`src/rtl/mbist_pkg.sv`:
```
// Shared types for the MBIST response analyzer: session FSM encoding and
// fail-log depth.
package mbist_pkg;

    typedef enum logic [1:0] {
        ST_IDLE = 2'd0,
        ST_RUN  = 2'd1,
        ST_DONE = 2'd2
    } state_e;

    localparam int LOG_DEPTH = 4;

endpackage

```
`src/rtl/mbist_fail_log.sv`:
```
// Small fail-address FIFO with show-ahead read. Only instantiated when
// MBIST_RA_FAILLOG_EN is defined.
module mbist_fail_log
    import mbist_pkg::*;
#(
    parameter int ADDR_W = 8
) (
    input  logic              clk,
    input  logic              rst_n,
    input  logic              clr_i,
    input  logic              push_i,
    input  logic [ADDR_W-1:0] addr_i,
    input  logic              pop_i,
    output logic [ADDR_W-1:0] addr_o,
    output logic              empty_o
);

    localparam int PTR_W = $clog2(LOG_DEPTH);
    localparam int CNT_W = $clog2(LOG_DEPTH + 1);

    logic [LOG_DEPTH-1:0][ADDR_W-1:0] mem_q;
    logic [PTR_W-1:0]                 wr_q, rd_q;
    logic [CNT_W-1:0]                 cnt_q;
    logic                             push_ok, pop_ok;

    // A push into a full log is dropped, even if a pop frees a slot this cycle.
    assign push_ok = push_i && (cnt_q < CNT_W'(LOG_DEPTH));
    assign pop_ok  = pop_i && (cnt_q != '0);

    always_ff @(posedge clk or negedge rst_n) begin
        if (!rst_n) begin
            mem_q <= '0;
            wr_q  <= '0;
            rd_q  <= '0;
            cnt_q <= '0;
        end else if (clr_i) begin
            rd_q  <= '0;
            wr_q  <= push_i ? PTR_W'(1) : '0;
            cnt_q <= push_i ? CNT_W'(1) : '0;
            if (push_i) mem_q[0] <= addr_i;
        end else begin
            if (push_ok) begin
                mem_q[wr_q] <= addr_i;
                wr_q        <= wr_q + PTR_W'(1);
            end
            if (pop_ok) rd_q <= rd_q + PTR_W'(1);
            case ({push_ok, pop_ok})
                2'b10:   cnt_q <= cnt_q + CNT_W'(1);
                2'b01:   cnt_q <= cnt_q - CNT_W'(1);
                default: cnt_q <= cnt_q;
            endcase
        end
    end

    assign addr_o  = mem_q[rd_q];
    assign empty_o = (cnt_q == '0);

endmodule

```
`src/rtl/mbist_resp_analyzer.sv`:
```
// MBIST response analyzer: per-session masked compare, saturating fail count,
// first-fail capture. Optional fail-address log under MBIST_RA_FAILLOG_EN.
module mbist_resp_analyzer
    import mbist_pkg::*;
#(
    parameter int DATA_W = 8,
    parameter int ADDR_W = 8,
    parameter int CNT_W  = 8
) (
    input  logic              clk,
    input  logic              rst_n,
    input  logic              start,
    input  logic              finish,
    input  logic              cmp_valid,
    input  logic [ADDR_W-1:0] addr,
    input  logic [DATA_W-1:0] data_t,
    input  logic [DATA_W-1:0] ramout,
    input  logic [DATA_W-1:0] mask,
    output logic              res_valid,
    output logic              gt,
    output logic              eq,
    output logic              lt,
    output logic              fail,
    output logic [CNT_W-1:0]  fail_cnt,
    output logic [ADDR_W-1:0] first_addr,
    output logic [DATA_W-1:0] first_syn,
    output logic              busy,
    output logic              done,
    output logic              pass
`ifdef MBIST_RA_FAILLOG_EN
   ,input  logic              log_rd,
    output logic [ADDR_W-1:0] log_addr,
    output logic              log_empty
`endif
);

    state_e            state_q, state_d;
    logic              res_valid_q, gt_q, eq_q, lt_q, fail_q;
    logic [CNT_W-1:0]  cnt_q, cnt_d;
    logic [ADDR_W-1:0] faddr_q, faddr_d;
    logic [DATA_W-1:0] fsyn_q, fsyn_d;
    logic              fseen_q, fseen_d;

    logic              accept;
    logic [DATA_W-1:0] syn;
    logic              mism;

    // A start in any state opens a session on this edge, so a coincident
    // compare belongs to the new session.
    assign accept = cmp_valid && (start || state_q == ST_RUN);
    assign syn    = (data_t ^ ramout) & ~mask;
    assign mism   = |syn;

    always_comb begin
        state_d = state_q;
        if (start)
            state_d = ST_RUN;
        else if (state_q == ST_RUN && finish)
            state_d = ST_DONE;
    end

    always_comb begin
        cnt_d   = start ? '0 : cnt_q;
        faddr_d = start ? '0 : faddr_q;
        fsyn_d  = start ? '0 : fsyn_q;
        fseen_d = start ? 1'b0 : fseen_q;
        if (accept && mism) begin
            if (cnt_d != '1) cnt_d = cnt_d + CNT_W'(1);
            if (!fseen_d) begin
                fseen_d = 1'b1;
                faddr_d = addr;
                fsyn_d  = syn;
            end
        end
    end

    always_ff @(posedge clk or negedge rst_n) begin
        if (!rst_n) begin
            state_q     <= ST_IDLE;
            res_valid_q <= 1'b0;
            gt_q        <= 1'b0;
            eq_q        <= 1'b0;
            lt_q        <= 1'b0;
            fail_q      <= 1'b0;
            cnt_q       <= '0;
            faddr_q     <= '0;
            fsyn_q      <= '0;
            fseen_q     <= 1'b0;
        end else begin
            state_q     <= state_d;
            res_valid_q <= accept;
            cnt_q       <= cnt_d;
            faddr_q     <= faddr_d;
            fsyn_q      <= fsyn_d;
            fseen_q     <= fseen_d;
            // Compare flags hold between strobes.
            if (accept) begin
                gt_q   <= (data_t > ramout);
                eq_q   <= (data_t == ramout);
                lt_q   <= (data_t < ramout);
                fail_q <= mism;
            end
        end
    end

    assign res_valid  = res_valid_q;
    assign gt         = gt_q;
    assign eq         = eq_q;
    assign lt         = lt_q;
    assign fail       = fail_q;
    assign fail_cnt   = cnt_q;
    assign first_addr = faddr_q;
    assign first_syn  = fsyn_q;
    assign busy       = (state_q == ST_RUN);
    assign done       = (state_q == ST_DONE);
    assign pass       = done && (cnt_q == '0);

`ifdef MBIST_RA_FAILLOG_EN
    mbist_fail_log #(.ADDR_W(ADDR_W)) u_fail_log (
        .clk     (clk),
        .rst_n   (rst_n),
        .clr_i   (start),
        .push_i  (accept && mism),
        .addr_i  (addr),
        .pop_i   (log_rd),
        .addr_o  (log_addr),
        .empty_o (log_empty)
    );
`endif

endmodule

```
`config.mk`:
```
export PLATFORM = sky130hd
export DESIGN_NAME = mbist_resp_analyzer
export DESIGN_NICKNAME = d
export VERILOG_FILES = /design/src/rtl/mbist_pkg.sv /design/src/rtl/mbist_fail_log.sv /design/src/rtl/mbist_resp_analyzer.sv
export SDC_FILE = /design/constraint.sdc
export NUM_CORES = 1
export LEC_CHECK = 0
export ABC_AREA = 1
export BUFFER_PORTS_ARGS = -buffer_cell sky130_fd_sc_hd__buf_2
export CAP_MARGIN = 20
export CORE_MARGIN = 5
export CORE_UTILIZATION = 45
export CTS_BUF_LIST = sky130_fd_sc_hd__clkbuf_4 sky130_fd_sc_hd__clkbuf_8
export DETAILED_ROUTE_END_ITERATION = 12
export PLACE_DENSITY = 0.72
export SLEW_MARGIN = 20
export SYNTH_ARGS = -nofsm -noshare
export SYNTH_HDL_FRONTEND = slang
export SYNTH_SLANG_ARGS = --single-unit
```
`constraint.sdc`:
```
create_clock -name clk -period 1.92 [get_ports clk]
set_clock_uncertainty 0.1 [all_clocks]
set_input_delay 0.096 -clock clk [delete_from_list [all_inputs] [get_ports clk]]
set_output_delay 0.096 -clock clk [all_outputs]
set_load 0.03 [all_outputs]
```
; Yosys cells after proc, flatten, opt, wreduce, memory -nomap -nowiden
; Cells that the tools add are included.
[word_totals]
register_bits = 32
inputBits = 37
wordCells = 41
[op_classes]
n_addsub = 1
magnitude_cmp = 2
n_eq_ne = 4
mux = 13
bitwise_logic = 3
reduce_logical = 8
[ops]
columns = op, count
row1 = 2-to-1 mux 8 bit, 9
row2 = "adder 8 x 1 -> 8 bit, second input constant", 1
row3 = AND 8 bit, 1
row4 = == test 8 bit, 1
row5 = > comparator 8 bit, 1
row6 = logical NOT 8 bit, 1
row7 = less-than comparator 8 bit, 1
row8 = "!= test 8 bit, second input constant", 1
row9 = NOT 8 bit, 1
row10 = OR reduction 8 bit, 1
row11 = bitwise XOR 8 bit, 1
row12 = logical AND 1 bit, 4
row13 = 2-to-1 mux 2 bit, 2
row14 = "== test 2 x 1 -> 1 bit, second input constant", 1
row15 = "== test 2 bit, second input constant", 1
row16 = 2-to-1 mux 1 bit, 2
row17 = nonzero test 2 bit, 1
row18 = logical OR 1 bit, 1

; Depth between registers and ports, before layout
; Gate-level depths: netlist of the first run.
[depth]
word_depth = 5
depth_mapped = 10
depth_no_buf = 10

; Worst setup path before layout of the first run
; Ideal clock, no wire load.
[synth_path]
kind = register to register
start = register cnt_q[0] (netlist: fail_cnt[0])
end = register cnt_q[0] (netlist: fail_cnt[0])
setup_time_ps = 116
t_arrival_ps = 1567
required_ps = 1704
setup_slack_ps = 136
stages_incl_launch_ff = 11
path_cell_list = dfrtp_1 > inv_1 > nor2_1 > ha_1 > nand2_1 > nor2_4 > nand3_4 > nand2_1 > nand2_1 > nand2_1 > nand2_1
[synth_between]
elab_chain_len = 4
elab_cells_between_ends = 5
classes_between = add/sub (1) / eq/ne (1) / mux (3)
[synth_lines]
columns = item, line
row1 = start: declaration, mbist_resp_analyzer.sv:39  ; logic [CNT_W-1:0] cnt_q, cnt_d;
row2 = start signal: assignment, mbist_resp_analyzer.sv:92  ; cnt_q <= cnt_d;
row3 = 2-to-1 mux 8 bit *, mbist_resp_analyzer.sv:63  ; cnt_d = start ? '0 : cnt_q;
row4 = adder 8 x 1 -> 8 bit / != test 8 bit (equally long branches), mbist_resp_analyzer.sv:68  ; if (cnt_d != '1) cnt_d = cnt_d + CNT_W'(1);
row5 = 2-to-1 mux 8 bit, mbist_resp_analyzer.sv:68
row6 = 2-to-1 mux 8 bit *, mbist_resp_analyzer.sv:67  ; if (accept && mism) begin
row7 = named net cnt_d[0], mbist_resp_analyzer.sv:39
; Mark *: on every way through the listed nets, which the timed path passes. The rest lies on a longest branch.
; A chain may end at the register's enable or synchronous reset.

; Final worst setup path of the first run
[layout_path]
start = register cnt_q[1] (netlist: fail_cnt[1])
end = register cnt_q[1] (netlist: fail_cnt[1])
; Same word-level chain as after synthesis.

==> results of run 1 <==
[path summary, 6_finish.rpt]
| kind | start | to | depth (start not counted) |
|---|---|---|---|
| setup / recovery | fail_cnt[1]$_DFF_PN0_ | fail_cnt[1]$_DFF_PN0_ | 10 |
| hold / removal | addr[1] | first_addr[1]$_DFF_PN0_ | 5 |
| setup reg to reg | fail_cnt[1]$_DFF_PN0_ | fail_cnt[1]$_DFF_PN0_ | 10 |
| hold reg to reg | eq$_DFFE_PN0P_ | eq$_DFFE_PN0P_ | 1 |
| max in group asynchronous | rst_n | fail_cnt[7]$_DFF_PN0_ | 2 |
| min in group asynchronous | rst_n | first_addr[7]$_DFF_PN0_ | 2 |
[power by group]
part           internal, mW  switching [mW]  leakage, nW
sequential            0.739          0.0408        0.417
combinational         0.184           0.394         1.17
clock                 0.319           0.245       0.0503
total                  1.24           0.679         1.64
[flip-flops by register name (all words and copies together) (netlist names)]
register,count
res_valid,1
lt,1
eq,1
fail,1
first_syn,8
first_addr,8
gt,1
fseen_q,1
state_q,2
fail_cnt,8
[cell usage in the layout (no fill, tap or decap), drive strengths merged]
cell type	count
nand2	159
buf	70
inv	44
nor2	43
dfrtp	32
nand3	14
ha	9
clkbuf	7
o21ai	6
dlygate4sd3	5
nand4	3
a21oi	3
nor4	2
or2	1
and3	1
a21boi	1
o21a	1
[cell type report]
type | count | area (um2) | area share (%)
repair buffers | 75 | 417.9 | 15.58
clock buffers | 7 | 96.34 | 3.591
inverters | 44 | 167.7 | 6.250
well taps | 54 | 67.56 | 2.519
flip-flops and latches | 32 | 800.8 | 29.85
multi-input cells | 243 | 1132 | 42.21
[worst max-delay path, cell delays in order (launching register included)]
cell and delay [ps]:
dfrtp_1 390, inv_1 60, nor2_1 180, ha_1 210, nand2_1 110, nor2_4 200
nand3_4 140, nand2_1 80, nand2_1 50, nand2_1 50, nand2_1 40
[layer usage]
metal,up-vias,global-route usage [%],share of wire (%)
met5,-,0,0
li1,1129,-,-
met3,2,4.082,6.6
met1,977,22.33,44
met2,65,31.14,49
met4,0,6.357,0.71
[stage by stage]
step | hold WS [ps] | setup slack [ps]
after floorplan | -299.6 | 136.2
after global placement | 94.63 | 163.4
after detailed placement | 92.16 | 162.1
after CTS | 0.6105 | 158.9
after global routing | 25.64 | 33.56
final | 5.265 | 210.1
[timing repair]
| action | in CTS | in global routing |
|---|---|---|
| setup buffers | 0 | 0 |
| gates resized for setup | 0 | 1 |
| hold buffers | 5 | 0 |
| endpoints found under the hold margin | 37 | 0 |
| endpoints found under the setup margin | 0 | 1 |
[logic make-up after synthesis]
group,after synthesis
buffers and inverters,52
adder cells (fa/ha/maj),9
AO/OA/AOI/OAI,11
AND/OR/NAND/NOR,223
flip-flops,32
==> results.json, run 1 <==
{
  "drc_errors": 0,
  "worst_slew_pin_slew_ps": 720.1,
  "synth_nets": 373,
  "synth.distinct_cells": 25,
  "layout.nets": 447,
  "boundaryPins": 69,
  "ant_nets": 0,
  "cts_made_buffers": 5,
  "syn_area_per_cell_um2": 6.600,
  "grtUsageTotal_pct": 18.16,
  "slew_headroom_pct": 51.81,
  "synth_most_common_cell": "nand2_1",
  "antenna_found_initial": 0,
  "fillers": 462,
  "vias": 2173,
  "layout-drive-gt1-share_pct": 23.94,
  "wire_per_inst_um": 11.75,
  "placementRows": 25,
  "fin_crit_sh_pct": 89.06,
  "cap_violations": 0,
  "synthAdderAreaFrac_pct": 5.217,
  "avgViaCountPerCell": 4.776,
  "fin_crit_ps": 1710,
  "synth_top_area_share_pct": 37.10,
  "synthMuxAreaShare_pct": 0,
  "place.detailed.hpwl_mm": 3.900,
  "slew_violations": 0,
  "clk_pin_slew_ps": 70,
  "end_kind": "flop",
  "critPathRequiredTime_ps": 2000,
  "critPathMaxFanout": 8,
  "synth_common_cells": "nand2_1, inv_1, nor2_1",
  "ys_seq_elements": 32,
  "worst_skew_pair.late_latency_ps": 280,
  "cts_tree": "yes",
  "yosysTopAreaCell": "dfrtp_1",
  "place_inst": 443,
  "reg2reg_setup_slack_ps": 210,
  "die_x_um": 79.26,
  "finish.instance_area_um2": 2683,
  "stdcell_count": 455,
  "synth-xor-area-share_pct": 0,
  "synthToLayoutAreaGrowth_pct": 24.29,
  "cp_data_arrival_time_ps": 1790,
  "grt_pass1_wl_mm": 8.990,
  "tns_ps": 0,
  "ctsHtreeMaxLevel": 2,
  "clkSinkCount": 32,
  "power_mw": 1.922,
  "fin_util_pct": 57.17,
  "netlist_top_cells_area": "dfrtp_1, nand2_1, inv_1",
  "fmax_mhz": 584.8,
  "synth_top_family_by_area": "simple AND/OR/NAND/NOR gates",
  "synth-edff-count": 0,
  "design.core.area_um2": 4692,
  "p_leak_nw": 1.642,
  "rsz0062_at_grt": "false",
  "p_per_area_nw_per_um2": 716.4,
  "synthSimpleGateAreaFrac_pct": 43.30,
  "antennaDiodeCount": 0,
  "hold_viol": 0,
  "setup_violations": 0,
  "peakVddDrop_uv": 299.6,
  "die_area_um2": 6281,
  "yosysSeqAreaShare_pct": 37.10,
  "synth_async_sr_flop_share_pct": 100.0,
  "grt_max_degree": 33,
  "initial_utilization_pct": 46.00,
  "cp-start-kind": "flop",
  "yosysWarningCount": 0,
  "hp-class": "input port to flop",
  "cts_root_buffer": "clkbuf_8",
  "synthesis.instances": 327,
  "firstDrtPassIters": 4,
  "yosys_most_used_dff": "dfrtp_1",
  "clockBufferDepth": 2,
  "grt-ovfl-total": 0,
  "first_global_vias": 2100,
  "wl_mm": 5.348,
  "crit_type": "flop to flop",
  "synthesis.area_um2": 2158,
  "fp.dieH_um": 79.26,
  "gp_congestion": 0.8329,
  "port_buffers": 68,
  "drtIter0Drc": 113,
  "outcome": "complete, no violations",
  "placed_cell_area_um2": 2534,
  "synth_compound_area_share_pct": 3.826
}
Power figures use the tool's default switching activity.
==> inputs of run 2 (changes only) <==
--- a/config.mk
+++ b/config.mk
@@ -13,6 +13,7 @@
 export CTS_BUF_LIST = sky130_fd_sc_hd__clkbuf_4 sky130_fd_sc_hd__clkbuf_8
 export DETAILED_ROUTE_END_ITERATION = 12
 export PLACE_DENSITY = 0.72
+export RECOVER_POWER = 100
 export SLEW_MARGIN = 20
 export SYNTH_ARGS = -nofsm -noshare
 export SYNTH_HDL_FRONTEND = slang
==> run 2 against run 1 <==
Setup slack worse by 55 ps. Critical path type is now flop to output port. Fmax down 3.1%. Sequential cell count unchanged. Hold slack worse by 1.9 ps. Largest cell class unchanged. Sequential power about the same. Combinational power down 3.8%. Clock-buffer cell count unchanged. Final cell count unchanged. Critical path depth down 7. Via count up 0.28%. Total power down 1.1%. Clock power about the same.
==> results.json, run 2 (synthesis gave the netlist of run 1 again) <==
{
  "outcome": "complete, no violations",
  "end_kind": "output port",
  "cts_tree": "yes",
  "antennaDiodeCount": 0,
  "drc_errors": 0,
  "die_area_um2": 6281,
  "worst_skew_pair.late_latency_ps": 280,
  "reg2reg_setup_slack_ps": 200,
  "worst_slew_pin_slew_ps": 791.3,
  "layout-drive-gt1-share_pct": 15.21,
  "critical_path.slowest_cell": "dfrtp_1",
  "fmax_mhz": 566.8,
  "clkSinkCount": 32,
  "die_x_um": 79.26,
  "cts_root_buffer": "clkbuf_8",
  "wl_mm": 5.376,
  "setup_violations": 0,
  "clkPwrFrac_pct": 29.7,
  "p_per_area_nw_per_um2": 721.5,
  "initial_utilization_pct": 46.00,
  "firstDrtPassIters": 4,
  "stdcell_count": 455,
  "boundaryPins": 69,
  "avgViaCountPerCell": 4.789,
  "grt-ovfl-total": 0,
  "power_mw": 1.901,
  "power.share.sequential_pct": 41.0,
  "hold_depth": 5,
  "synthToLayoutAreaGrowth_pct": 22.09,
  "peakVddDrop_uv": 296.3,
  "drtIter0Drc": 139,
  "gp_congestion": 0.8329,
  "hold_viol": 0,
  "fp.dieH_um": 79.26,
  "fin_ws_ps": 155.6,
  "finish.instance_area_um2": 2635,
  "wire_per_inst_um": 11.82,
  "final_cell_mix": "nand2_1, inv_1, nor2_1",
  "rsz0062_at_grt": "false",
  "r2r_cells": 10,
  "vias": 2179,
  "slew_violations": 0,
  "p_leak_nw": 1.516,
  "critPathMaxFanout": 5,
  "fin_crit_ps": 1764,
  "critPathRequiredTime_ps": 1720,
  "cts_setup_buffers": 0,
  "fin_crit_sh_pct": 91.89,
  "clockBufferDepth": 2,
  "placed_cell_area_um2": 2534,
  "ctsHtreeMaxLevel": 2,
  "cp_data_arrival_time_ps": 1570,
  "design.core.area_um2": 4692,
  "hp-class": "input port to flop",
  "cts_made_buffers": 5,
  "max_stage_delay_ps": 440,
  "crit_type": "flop to output port",
  "fillers": 477,
  "cap_violations": 0,
  "p_sw_mw": 0.6787,
  "grtUsageTotal_pct": 18.16,
  "place_inst": 443,
  "tns_ps": 0,
  "port_buffers": 68,
  "clk_pin_slew_ps": 70,
  "netSwitchingFraction_pct": 35.70,
  "antenna_found_initial": 0,
  "worstPathCellList": "nor4_1, and3_1, clkbuf_1",
  "first_global_vias": 2100,
  "slew_headroom_pct": 47.25,
  "power_frac_comb_pct": 29.3,
  "cp-start-kind": "flop",
  "place.detailed.hpwl_mm": 3.900,
  "grt_pass1_wl_mm": 8.990,
  "mostFrequentLayoutCell": "nand2_1",
  "layout.nets": 447,
  "pre_cts_ws_ps": 162.1,
  "p_int_mw": 1.222,
  "ant_nets": 0,
  "placementRows": 25,
  "grt_max_degree": 33
}
-- run 2: timing repair --
action | in CTS | in global routing
gates resized for setup | 0 | 1
hold buffers | 5 | 0
endpoints found under the hold margin | 37 | 0
endpoints found under the setup margin | 0 | 1
-- run 2: area by class of cell --
type                    instances  area [um2]  area share [%]
flip-flops and latches         32       800.8           30.39
well taps                      54       67.56           2.564
repair buffers                 75       377.9           14.34
inverters                      44       167.7           6.363
clock buffers                   7       96.34           3.656
multi-input cells             243        1125           42.69
-- run 2: through the flow --
| stage | utilization [%] | hold slack (ps) |
|---|---|---|
| 3_3_place_gp | 54.00 | 94.63 |
| 5_1_grt | 56.16 | 25.64 |
| 6_report | 56.16 | 3.392 |
| 2_1_floorplan | - | -299.6 |
| 4_1_cts | 57.12 | 0.6105 |
| 3_5_place_dp | 54.00 | 92.16 |
-- run 2: metal layers --
metal / vias to the layer above / track usage, % / part of all wire (%)
met1: 991 / 22.33 / 44
met2: 58 / 31.14 / 49
li1: 1128 / - / -
met5: - / 0 / 0
met3: 2 / 4.082 / 6.4
met4: 0 / 6.357 / 0.74
-- run 2: worst max-delay path: cells and delay by family (launching register included) --
family | cells | cell delay (ps)
and+or+nand+nor | 2 | 540
buffers and inverters | 1 | 310
DFF | 1 | 440
-- run 2: worst paths after layout --
| path | from | endpoint |
|---|---|---|
| max in group asynchronous | rst_n | fail_cnt[7]$_DFF_PN0_ |
| setup reg to reg | fail_cnt[1]$_DFF_PN0_ | fail_cnt[1]$_DFF_PN0_ |
| setup / recovery | fail_cnt[3]$_DFF_PN0_ | pass |
| hold / removal | addr[1] | first_addr[1]$_DFF_PN0_ |
| hold reg to reg | eq$_DFFE_PN0P_ | eq$_DFFE_PN0P_ |
| min in group asynchronous | rst_n | fail_cnt[6]$_DFF_PN0_ |
-- run 2: power by group through the flow --
| stage | Sequential (mW) | Combinational [mW] | Clock [mW] |
|---|---|---|---|
| after floorplan | 0.907 | 0.279 | 0 |
| after global placement | 0.792 | 0.563 | 0 |
| after detailed placement | 0.792 | 0.574 | 0 |
| after CTS | 0.781 | 0.582 | 0.575 |
| after global routing | 0.790 | 0.619 | 0.607 |
| final | 0.780 | 0.556 | 0.565 |
